`src/rtl/duck_link_pkg.sv`:
```
// Shared definitions for the Duck Hunt board-to-board link (rx deframer and tx framer).
// Latency: n/a (types, constants and a pure helper only).
// Backpressure: n/a.
//
// Contents:
//   link_state_t      - deframer FSM states (HUNT, PAYLOAD, CHECK)
//   PAYLOAD_LEN       - payload bytes between the sync byte and the checksum
//   COORD_W           - cursor coordinate width
//   DEFAULT_SYNC_BYTE - header byte that opens every packet
//   coord_join()      - builds a coordinate from its high nibble and low byte
package duck_link_pkg;

    typedef enum logic [1:0] {
        HUNT    = 2'd0,
        PAYLOAD = 2'd1,
        CHECK   = 2'd2
    } link_state_t;

    localparam int         PAYLOAD_LEN       = 5;
    localparam int         COORD_W           = 12;
    localparam int         IDX_W             = 3;
    localparam logic [7:0] DEFAULT_SYNC_BYTE = 8'hA5;

    // Coordinates travel as HI (only the low nibble is meaningful) then LO.
    function automatic logic [COORD_W-1:0] coord_join(input logic [3:0] hi,
                                                      input logic [7:0] lo);
        return {hi, lo};
    endfunction

endpackage

```
`src/rtl/link_watchdog.sv`:
```
// Idle-cycle timeout counter: flags the cycle in which the idle count reaches TIMEOUT.
// Latency: expired is combinational from the registered count; the count clears on the edge after kick.
// Backpressure: none; kick and tick are sampled every cycle.
//
// Ports:
//   clk, rst_n - clock, asynchronous active-low reset
//   kick       - clears the idle count (takes priority over tick)
//   tick       - advances the idle count when kick is low
//   expired    - high in the cycle whose edge brings the count to TIMEOUT
module link_watchdog #(
    parameter int TIMEOUT = 16
) (
    input  logic clk,
    input  logic rst_n,
    input  logic kick,
    input  logic tick,
    output logic expired
);

    localparam int            CW   = $clog2(TIMEOUT + 1);
    localparam logic [CW-1:0] LAST = CW'(TIMEOUT - 1);
    localparam logic [CW-1:0] FULL = CW'(TIMEOUT);

    logic [CW-1:0] r_cnt;

    // Fires once, on the tick that would take the count to TIMEOUT. A kick in
    // the same cycle wins, so a byte or good packet arriving on the deadline
    // never times out.
    assign expired = tick && !kick && (r_cnt == LAST);

    // The count parks at TIMEOUT so expiry is a single-cycle event until the
    // next kick.
    always_ff @(posedge clk or negedge rst_n) begin
        if (!rst_n) begin
            r_cnt <= '0;
        end else if (kick) begin
            r_cnt <= '0;
        end else if (tick && (r_cnt != FULL)) begin
            r_cnt <= r_cnt + CW'(1);
        end
    end

endmodule

```
`src/rtl/duck_link_rx.sv`:
```
// Receive deframer for the Duck Hunt link: hunts sync, collects payload, publishes remote cursor/shot.
// Latency: fields and pkt_valid update on the edge after the packet's final byte is accepted.
// Backpressure: none; every rx_valid cycle is consumed as one byte.
//
// Ports:
//   clk, rst_n          - clock, asynchronous active-low reset
//   rx_data, rx_valid   - byte stream from the UART receive FIFO
//   remote_x, remote_y  - last good remote cursor position
//   remote_shot         - last good remote trigger flag
//   pkt_valid           - one-cycle pulse on the edge the fields were refreshed
//   link_up             - a good packet arrived within the last LINK_TIMEOUT cycles
//   err_cnt             - saturating count of rejected packets
//
// Build option DUCK_LINK_CHECKSUM_EN: when defined, a CHK byte (sum of the five
// payload bytes mod 256) follows FLAGS and is verified; when undefined, FLAGS
// completes the packet and err_cnt counts byte timeouts only.
module duck_link_rx
    import duck_link_pkg::*;
#(
    parameter logic [7:0] SYNC_BYTE    = DEFAULT_SYNC_BYTE,
    parameter int         BYTE_TIMEOUT = 50_000,
    parameter int         LINK_TIMEOUT = 6_500_000
) (
    input  logic               clk,
    input  logic               rst_n,
    input  logic [7:0]         rx_data,
    input  logic               rx_valid,
    output logic [COORD_W-1:0] remote_x,
    output logic [COORD_W-1:0] remote_y,
    output logic               remote_shot,
    output logic               pkt_valid,
    output logic               link_up,
    output logic [7:0]         err_cnt
);

    localparam logic [IDX_W-1:0] LAST_IDX = IDX_W'(PAYLOAD_LEN - 1);

    link_state_t        r_state;
    logic [IDX_W-1:0]   r_idx;
    logic [3:0]         r_x_hi;
    logic [7:0]         r_x_lo;
    logic [3:0]         r_y_hi;
    logic [7:0]         r_y_lo;
`ifdef DUCK_LINK_CHECKSUM_EN
    logic               r_shot_sh;
    logic [7:0]         r_sum;
`endif

    logic [COORD_W-1:0] r_remote_x;
    logic [COORD_W-1:0] r_remote_y;
    logic               r_remote_shot;
    logic               r_pkt_valid;
    logic               r_link_up;
    logic [7:0]         r_err_cnt;

    link_state_t        w_state_nxt;
    logic               w_good;
    logic               w_reject;
    logic               w_byte_exp;
    logic               w_link_exp;
    logic               w_sync_hit;

    assign w_sync_hit = rx_valid && (rx_data == SYNC_BYTE);

    // Inter-byte timeout. It runs in every state, but only PAYLOAD/CHECK act
    // on it; entering a packet always kicks it via the sync byte.
    link_watchdog #(
        .TIMEOUT (BYTE_TIMEOUT)
    ) u_byte_wd (
        .clk     (clk),
        .rst_n   (rst_n),
        .kick    (rx_valid),
        .tick    (1'b1),
        .expired (w_byte_exp)
    );

    // Link-health timeout, restarted by every accepted packet.
    link_watchdog #(
        .TIMEOUT (LINK_TIMEOUT)
    ) u_link_wd (
        .clk     (clk),
        .rst_n   (rst_n),
        .kick    (w_good),
        .tick    (1'b1),
        .expired (w_link_exp)
    );

    // Next-state and packet verdict. A byte and a timeout cannot coincide
    // (a byte kicks the watchdog), so w_good and w_reject are exclusive and
    // each rejected packet is counted once.
    always_comb begin
        w_state_nxt = r_state;
        w_good      = 1'b0;
        w_reject    = 1'b0;
        case (r_state)
            HUNT: begin
                if (w_sync_hit) begin
                    w_state_nxt = PAYLOAD;
                end
            end
            PAYLOAD: begin
                if (rx_valid) begin
                    // Sync-valued bytes are plain data here: no resync.
                    if (r_idx == LAST_IDX) begin
`ifdef DUCK_LINK_CHECKSUM_EN
                        w_state_nxt = CHECK;
`else
                        w_state_nxt = HUNT;
                        w_good      = 1'b1;
`endif
                    end
                end else if (w_byte_exp) begin
                    w_state_nxt = HUNT;
                    w_reject    = 1'b1;
                end
            end
`ifdef DUCK_LINK_CHECKSUM_EN
            CHECK: begin
                if (rx_valid) begin
                    w_state_nxt = HUNT;
                    if (rx_data == r_sum) begin
                        w_good = 1'b1;
                    end else begin
                        w_reject = 1'b1;
                    end
                end else if (w_byte_exp) begin
                    w_state_nxt = HUNT;
                    w_reject    = 1'b1;
                end
            end
`endif
            default: begin
                w_state_nxt = HUNT;
            end
        endcase
    end

    always_ff @(posedge clk or negedge rst_n) begin
        if (!rst_n) begin
            r_state       <= HUNT;
            r_idx         <= '0;
            r_x_hi        <= '0;
            r_x_lo        <= '0;
            r_y_hi        <= '0;
            r_y_lo        <= '0;
`ifdef DUCK_LINK_CHECKSUM_EN
            r_shot_sh     <= 1'b0;
            r_sum         <= '0;
`endif
            r_remote_x    <= '0;
            r_remote_y    <= '0;
            r_remote_shot <= 1'b0;
            r_pkt_valid   <= 1'b0;
            r_link_up     <= 1'b0;
            r_err_cnt     <= '0;
        end else begin
            r_state     <= w_state_nxt;
            r_pkt_valid <= w_good;

            // Shadow capture: payload bytes land here and only reach the
            // outputs once the whole packet is accepted.
            if ((r_state == HUNT) && w_sync_hit) begin
                r_idx <= '0;
`ifdef DUCK_LINK_CHECKSUM_EN
                r_sum <= '0;
`endif
            end else if ((r_state == PAYLOAD) && rx_valid) begin
                r_idx <= r_idx + IDX_W'(1);
`ifdef DUCK_LINK_CHECKSUM_EN
                r_sum <= r_sum + rx_data;
`endif
                case (r_idx)
                    3'd0:    r_x_hi    <= rx_data[3:0];
                    3'd1:    r_x_lo    <= rx_data;
                    3'd2:    r_y_hi    <= rx_data[3:0];
                    3'd3:    r_y_lo    <= rx_data;
`ifdef DUCK_LINK_CHECKSUM_EN
                    3'd4:    r_shot_sh <= rx_data[0];
`endif
                    default: ;
                endcase
            end

            if (w_good) begin
                r_remote_x <= coord_join(r_x_hi, r_x_lo);
                r_remote_y <= coord_join(r_y_hi, r_y_lo);
`ifdef DUCK_LINK_CHECKSUM_EN
                r_remote_shot <= r_shot_sh;
`else
                // FLAGS is the closing byte, so it is taken straight off the bus.
                r_remote_shot <= rx_data[0];
`endif
            end

            if (w_reject && (r_err_cnt != 8'hFF)) begin
                r_err_cnt <= r_err_cnt + 8'd1;
            end

            // A good packet on the expiry cycle kicks the watchdog, so set wins.
            if (w_good) begin
                r_link_up <= 1'b1;
            end else if (w_link_exp) begin
                r_link_up <= 1'b0;
            end
        end
    end

    assign remote_x    = r_remote_x;
    assign remote_y    = r_remote_y;
    assign remote_shot = r_remote_shot;
    assign pkt_valid   = r_pkt_valid;
    assign link_up     = r_link_up;
    assign err_cnt     = r_err_cnt;

endmodule

```
`config.mk`:
```
export PLATFORM = sky130hd
export DESIGN_NAME = duck_link_rx
export DESIGN_NICKNAME = d
export VERILOG_FILES = /design/src/rtl/duck_link_pkg.sv /design/src/rtl/link_watchdog.sv /design/src/rtl/duck_link_rx.sv
export SDC_FILE = /design/constraint.sdc
export NUM_CORES = 1
export LEC_CHECK = 0
export CORE_UTILIZATION = 56
export DETAILED_ROUTE_END_ITERATION = 12
export GPL_TIMING_DRIVEN = 0
export PLACE_DENSITY_LB_ADDON = 0.15
export SYNTH_ARGS = -nofsm -noshare
export SYNTH_HDL_FRONTEND = slang
export SYNTH_SLANG_ARGS = --single-unit
```
`constraint.sdc`:
```
create_clock -name clk -period 2.5 [get_ports clk]
set_clock_uncertainty 0.05 [all_clocks]
set_input_delay 0.375 -clock clk [delete_from_list [all_inputs] [get_ports clk]]
set_output_delay 0.375 -clock clk [all_outputs]
set_load 0.02 [all_outputs]
```
After elaboration in Yosys (flattened, before gate mapping)
Cells that the tools add are included.
{ "totals": {"register_bits": 103, "inputBits": 11, "elab_cells": 71} }
{ "classes": {"add_sub_neg": 4, "n_eq_ne": 14, "n_mux": 19, "bitwise": 1, "n_reduce_logical": 19} }
{ "op_table": {"columns": ["operator", "n"], "rows": [
  ["23-bit two-way mux", 2],
  ["16-bit two-way mux", 2],
  ["23-bit by 1-bit adder with 23-bit output, second input constant", 1],
  ["23-bit == test, second input constant", 1],
  ["23-bit inequality test, second input constant", 1],
  ["16-bit by 1-bit adder with 16-bit output, second input constant", 1],
  ["16-bit == test, second input constant", 1],
  ["16-bit inequality test, second input constant", 1],
  ["3-bit AND reduction", 5],
  ["8-bit by 1-bit adder with 8-bit output, second input constant", 1],
  ["8-bit == test, second input constant", 1],
  ["1-bit two-way mux", 8],
  ["2-bit two-way mux", 4],
  ["8-bit inequality test, second input constant", 1],
  ["2-bit nonzero test", 4],
  ["3-bit by 2-bit == test with 1-bit output, second input constant", 2],
  ["1-bit logical AND", 6],
  ["3-bit two-way mux", 2],
  ["2-bit case mux with 2 select lines", 1],
  ["3-bit by 1-bit adder with 3-bit output, second input constant", 1],
  ["3-bit by 1-bit == test with 1-bit output, second input constant", 1],
  ["3-bit == test, second input constant", 1],
  ["3-bit logical NOT", 1],
  ["3-bit by 2-bit inequality test with 1-bit output, second input constant", 1],
  ["other kinds (6)", 7]
]} }

Logic depth before layout (Yosys ltp)
{ "logic_depth": {"ltp_word": 8, "ltp_mapped": 7, "depth_no_buf": 7} }

By module
From an unflattened synthesis, not the netlist that was laid out.
{ "hier_totals": {"cells_unflattened": 421, "hier_area_um2": 4961.0} }
{ "modules_own_cells": {"columns": ["module", "instances", "cells_each", "area_each_um2"], "rows": [
  ["duck_link_rx", 1, 180, 2677.6],
  ["link_watchdog (u_link_wd)", 1, 145, 1361.3],
  ["link_watchdog (u_byte_wd)", 1, 96, 922.1]
]} }

Least setup slack after synthesis
No wires, ideal clock.
{ "synth_timing": {"path_type": "register -> register", "start": "reg r_err_cnt[0] (netlist: err_cnt[0])", "end": "reg r_err_cnt[1] (netlist: err_cnt[1])", "setup_time_ns": 0.125, "arrival_ns": 1.685, "path_slack_ns": 0.640, "stages_incl_launch_ff": 5, "n_path_buf": 0, "synth_period_minus_slack_ns": 1.860, "path_cell_list": "dfrtp_1 ha_1 and3_1 a311oi_4 mux2_2"} }
{ "synth_via": {"elab_chain_len": 2, "word_cells_on_any_way": 3} }
{ "synth_rtl": {"columns": ["item", "line", "rtl"], "rows": [
  ["from (decl)", "duck_link_rx.sv:54", "logic [7:0] r_err_cnt;"],
  ["from (signal assigned)", "duck_link_rx.sv:196", "r_err_cnt <= r_err_cnt + 8'd1;"],
  ["parallel branches: the longest is 2 deep, another holds 8-bit by 1-bit adder with 8-bit output", null, null]
]} }
Parallel ways; which one is timed is not known.
A chain may end at the register's enable or synchronous reset.

Worst setup path after layout
{ "layout_timing": {"start": "reg u_byte_wd.r_cnt[0]", "end": "reg r_err_cnt[1] (netlist: err_cnt[1])"} }
{ "layout_via": {"elab_chain_len": 6} }
{ "layout_rtl": {"columns": ["item", "line", "rtl"], "rows": [
  ["from (decl)", "link_watchdog.sv:24", "logic [CW-1:0] r_cnt;"],
  ["from (signal assigned)", "link_watchdog.sv:39", "r_cnt <= r_cnt + CW'(1);"],
  ["16-bit == test", "link_watchdog.sv:29", "assign expired = tick && !kick && (r_cnt == LAST);"],
  ["1-bit logical AND", "link_watchdog.sv:29", null],
  ["1-bit two-way mux", "duck_link_rx.sv:112", "end else if (w_byte_exp) begin"],
  ["1-bit two-way mux", "duck_link_rx.sv:102", "if (rx_valid) begin"],
  ["1-bit two-way mux", "duck_link_rx.sv:95", "case (r_state)"],
  ["1-bit logical AND", "duck_link_rx.sv:195", "if (w_reject && (r_err_cnt != 8'hFF)) begin"]
]} }
Every way passes these cells.

==> flow_summary.yaml <==
placement:
  gp_congestion: 0.8120
  dp.cells: 572
  io_buffers: 45
  dp_hpwl_um: 5923
  dp_slack_ps: 243.5
pwr:
  p_comb_share_pct: 9.2
  p_leak_nw: 2.592
  power-per-cell-area_nw_per_um2: 605.5
  netSwitchingFraction_pct: 25.55
  seq_power_share_pct: 58.6
  worst_ir_drop_vdd_mv: 0.3769
  p_sw_uw: 826.9
  p_clk_share_pct: 32.2
  power_mw: 3.236
  p_int_mw: 2.410
cells_and_area:
  syn_to_final_growth_pct: 18.01
  final_cell_mix: "dfrtp_1, nand2_1, nor2_1"
  final_common_cell: "dfrtp_1"
  nets: 504
  post_layout_nonfiller_instances: 589
  drive_gt1_share_pct: 11.09
  fill_cells: 583
  diodes: 0
clocking:
  path_clk_slew_ps: 100
  cts-buffers-inserted: 9
  cts_buffer_depth: 2
  cts-root-buf: "clkbuf_8"
  cts_tree: "built"
  worstSkewPairLatency_ps: 360
  cts-htree-levels: 3
  cts_sinks: 102
yosys:
  synth_cell_types: 35
  synth_fa_ha_area_share_pct: 3.039
  synth_top_cell_by_area: "dfrtp_1"
  ys_ff_latch: 102
  synth_xor_xnor_area_share_pct: 7.735
  synth.avg_cell_area_um2: 10.68
  syn_inst: 424
  ys_warn_count: 0
  ys_top_cells_by_area: "dfrtp_1, nand2_1, mux2_2, xor2_1, nor2_1"
  synth_area_um2: 4529
  yosys.area.top_type_share_pct: 56.35
  syn_nets: 446
  synthMuxAreaShare_pct: 6.657
  yosys.area_share.simple_pct: 22.21
  synth_compound_area_share_pct: 2.099
  synth_seq_area_share_pct: 56.35
  synth_top_family_by_area: "simple AND/OR/NAND/NOR gates"
global_routing:
  grt_pass1_wl_um: 14480
  grt_max_degree: 67
  grt_use_total_pct: 21.86
  grt_overflow: 0
  antenna_found_initial: 0
  grt_pass1_vias: 3086
worst_setup_path:
  criticalPathCategory: "reg2reg"
  rr_startpoint: "u_byte_wd.r_cnt[0]$_DFFE_PN0P_"
  cp_max_fo: 8
  crit_required_ps: 2710
  crit_chain: "ha_1, and3_1, nand3_1, a311oi_4, mux2_2"
  r2r_setup_slack_ps: 470
  cp_top_family: "compound AO/OA/AOI/OAI gates"
  r2r_cells: 5
  startpoint_type: "flip-flop"
  cp_slowest_stage_delay_ps: 430
  worstReg2RegEnd: "err_cnt[1]$_DFFE_PN0P_"
  cpMaxStageDelayCell: "a311oi_4"
  cp_num_buf_inv: 0
  arrival_ps: 2240
  end_kind: "flip-flop"
flow_run:
  drv_cap: 0
sta:
  relSlewSlack_pct: 62.30
  fin_setup_tns_ps: 0
  min_period_ps: 2030
  finalMaxSlewViolations: 0
  hold_viol: 0
  finalCritPeriodShare_pct: 81.20
  fin_ws_ps: 470.0
  setup_viol: 0
  rsz0062_at_grt: "no"
  tightest_slew_ps: 560.4
  max_freq_mhz: 492.6
  whs_ps: 413.7
hold_path:
  worstHoldPathType: "reg2reg"
  min_to: "remote_y[6]$_DFFE_PN0P_"
  hold_path_depth: 2
  hp-start: "r_y_lo[6]$_DFFE_PN0P_"
drt:
  viasPerCell: 5.248
  drtAntennaViolNets: 0
  drc: 0
  routedWlPerCell_um: 14.28
  first_pass_iters: 4
  routed_wl_um: 8413
  dr_total_vias: 3091
  drt_iter0_markers: 86
die:
  rows: 32
  start_util_pct: 58.31
  core_um2: 7767
  dieArea_um2: 8452
  die_h_um: 91.94
  io-pin-count: 46
  die_x_um: 91.94
status:
  status: "finished, final reports clean"
-- registers in the layout, indices dropped and copies added, names as in the netlist --
name / cells
u_link_wd.r_cnt: 23
u_byte_wd.r_cnt: 16
remote_x: 12
remote_y: 12
err_cnt: 8
r_x_lo: 8
r_y_lo: 8
r_x_hi: 4
r_y_hi: 4
r_idx: 3
link_up: 1
pkt_valid: 1
r_state: 1
remote_shot: 1
-- cell type report --
type / instances / area [um^2] / area share, %
tap: 102 / 127.6 / 2.388
timing repair buffer: 47 / 485.5 / 9.082
clock buffer: 9 / 123.9 / 2.317
inverter: 12 / 45.04 / 0.8427
sequential: 102 / 2552 / 47.75
multi-input combinational: 300 / 1891 / 35.37
buffer: 10 / 41.29 / 0.7725
clock inverter: 7 / 78.83 / 1.475
-- what timing repair did --
item,4_1_cts,5_1_grt
setup buffers,0,0
gates resized for setup,0,0
hold endpoints to repair,36,0
hold buffers,1,0
-- how the worst max path moves through the flow --
stage,startpoint,end,slack (ps),cells after the start
2_1_floorplan,err_cnt[0]$_DFFE_PN0P_,err_cnt[1]$_DFFE_PN0P_,640,4
3_3_place_gp,rst_n,err_cnt[2]$_DFFE_PN0P_,-2720,1
3_5_place_dp,rx_valid,u_link_wd.r_cnt[22]$_DFFE_PN0P_,240,5
4_1_cts,u_byte_wd.r_cnt[0]$_DFFE_PN0P_,err_cnt[1]$_DFFE_PN0P_,460,5
5_1_grt,r_idx[0]$_DFFE_PN0P_,u_link_wd.r_cnt[21]$_DFFE_PN0P_,330,6
6_report,u_byte_wd.r_cnt[0]$_DFFE_PN0P_,err_cnt[1]$_DFFE_PN0P_,470,5
-- worst reg2reg max path: stages, from the launching register on --
cell and delay [ps]:
dfrtp_1 420, ha_1 230, and3_1 250, nand3_1 160
a311oi_4 430, mux2_2 390
-- cell usage after synthesis, drive strengths merged --
library cell,count
or3,2
a32o,1
and4bb,1
a21oi,5
or4bb,1
nand2,100
o21ai,5
a311oi,1
nor2,46
or4,1
clkbuf,7
nand3,19
nor3,5
mux2,25
dfrtp,102
nand4bb,1
and4,2
o41ai,1
nor4b,1
inv,12
mux2i,2
and3,6
xor2,22
nand4,12
and4b,2
buf,3
nand2b,2
xnor2,18
nand3b,2
nor4,6
ha,11
-- logic make-up after synthesis --
| group | count (synthesis) |
|---|---|
| muxes | 27 |
| AOI/OAI and AO/OA | 13 |
| buffers and inverters | 22 |
| and+or+nand+nor | 209 |
| adders and majority gates | 11 |
| xor gates and xnor gates | 40 |
| DFF | 102 |
-- through the flow --
step                      cell area (um^2)  util, %
after detailed placement              5132    66.08
after floorplan                       4529        -
after global routing                  5345    68.81
after global placement                5107    65.75
after CTS                             5345    68.81
final                                 5345    68.81
-- layer usage --
metal	track usage, %	up-vias	part of all wire [%]
met5	0	-	0
met4	5.339	0	0.64
met1	30.21	1502	49
met2	35.07	47	48
met3	5.307	7	2.9
li1	-	1535	-
-- power groups by stage --
stage	Clock [mW]	Combinational [mW]	Sequential [mW]
detailed placement	0	0.302	1.93
CTS	1.08	0.304	1.89
finish	1.04	0.298	1.90
global placement	0	0.278	1.92
global route	1.14	0.340	1.91
floorplan	0	0.194	1.90
Power figures use the tool's default switching activity.
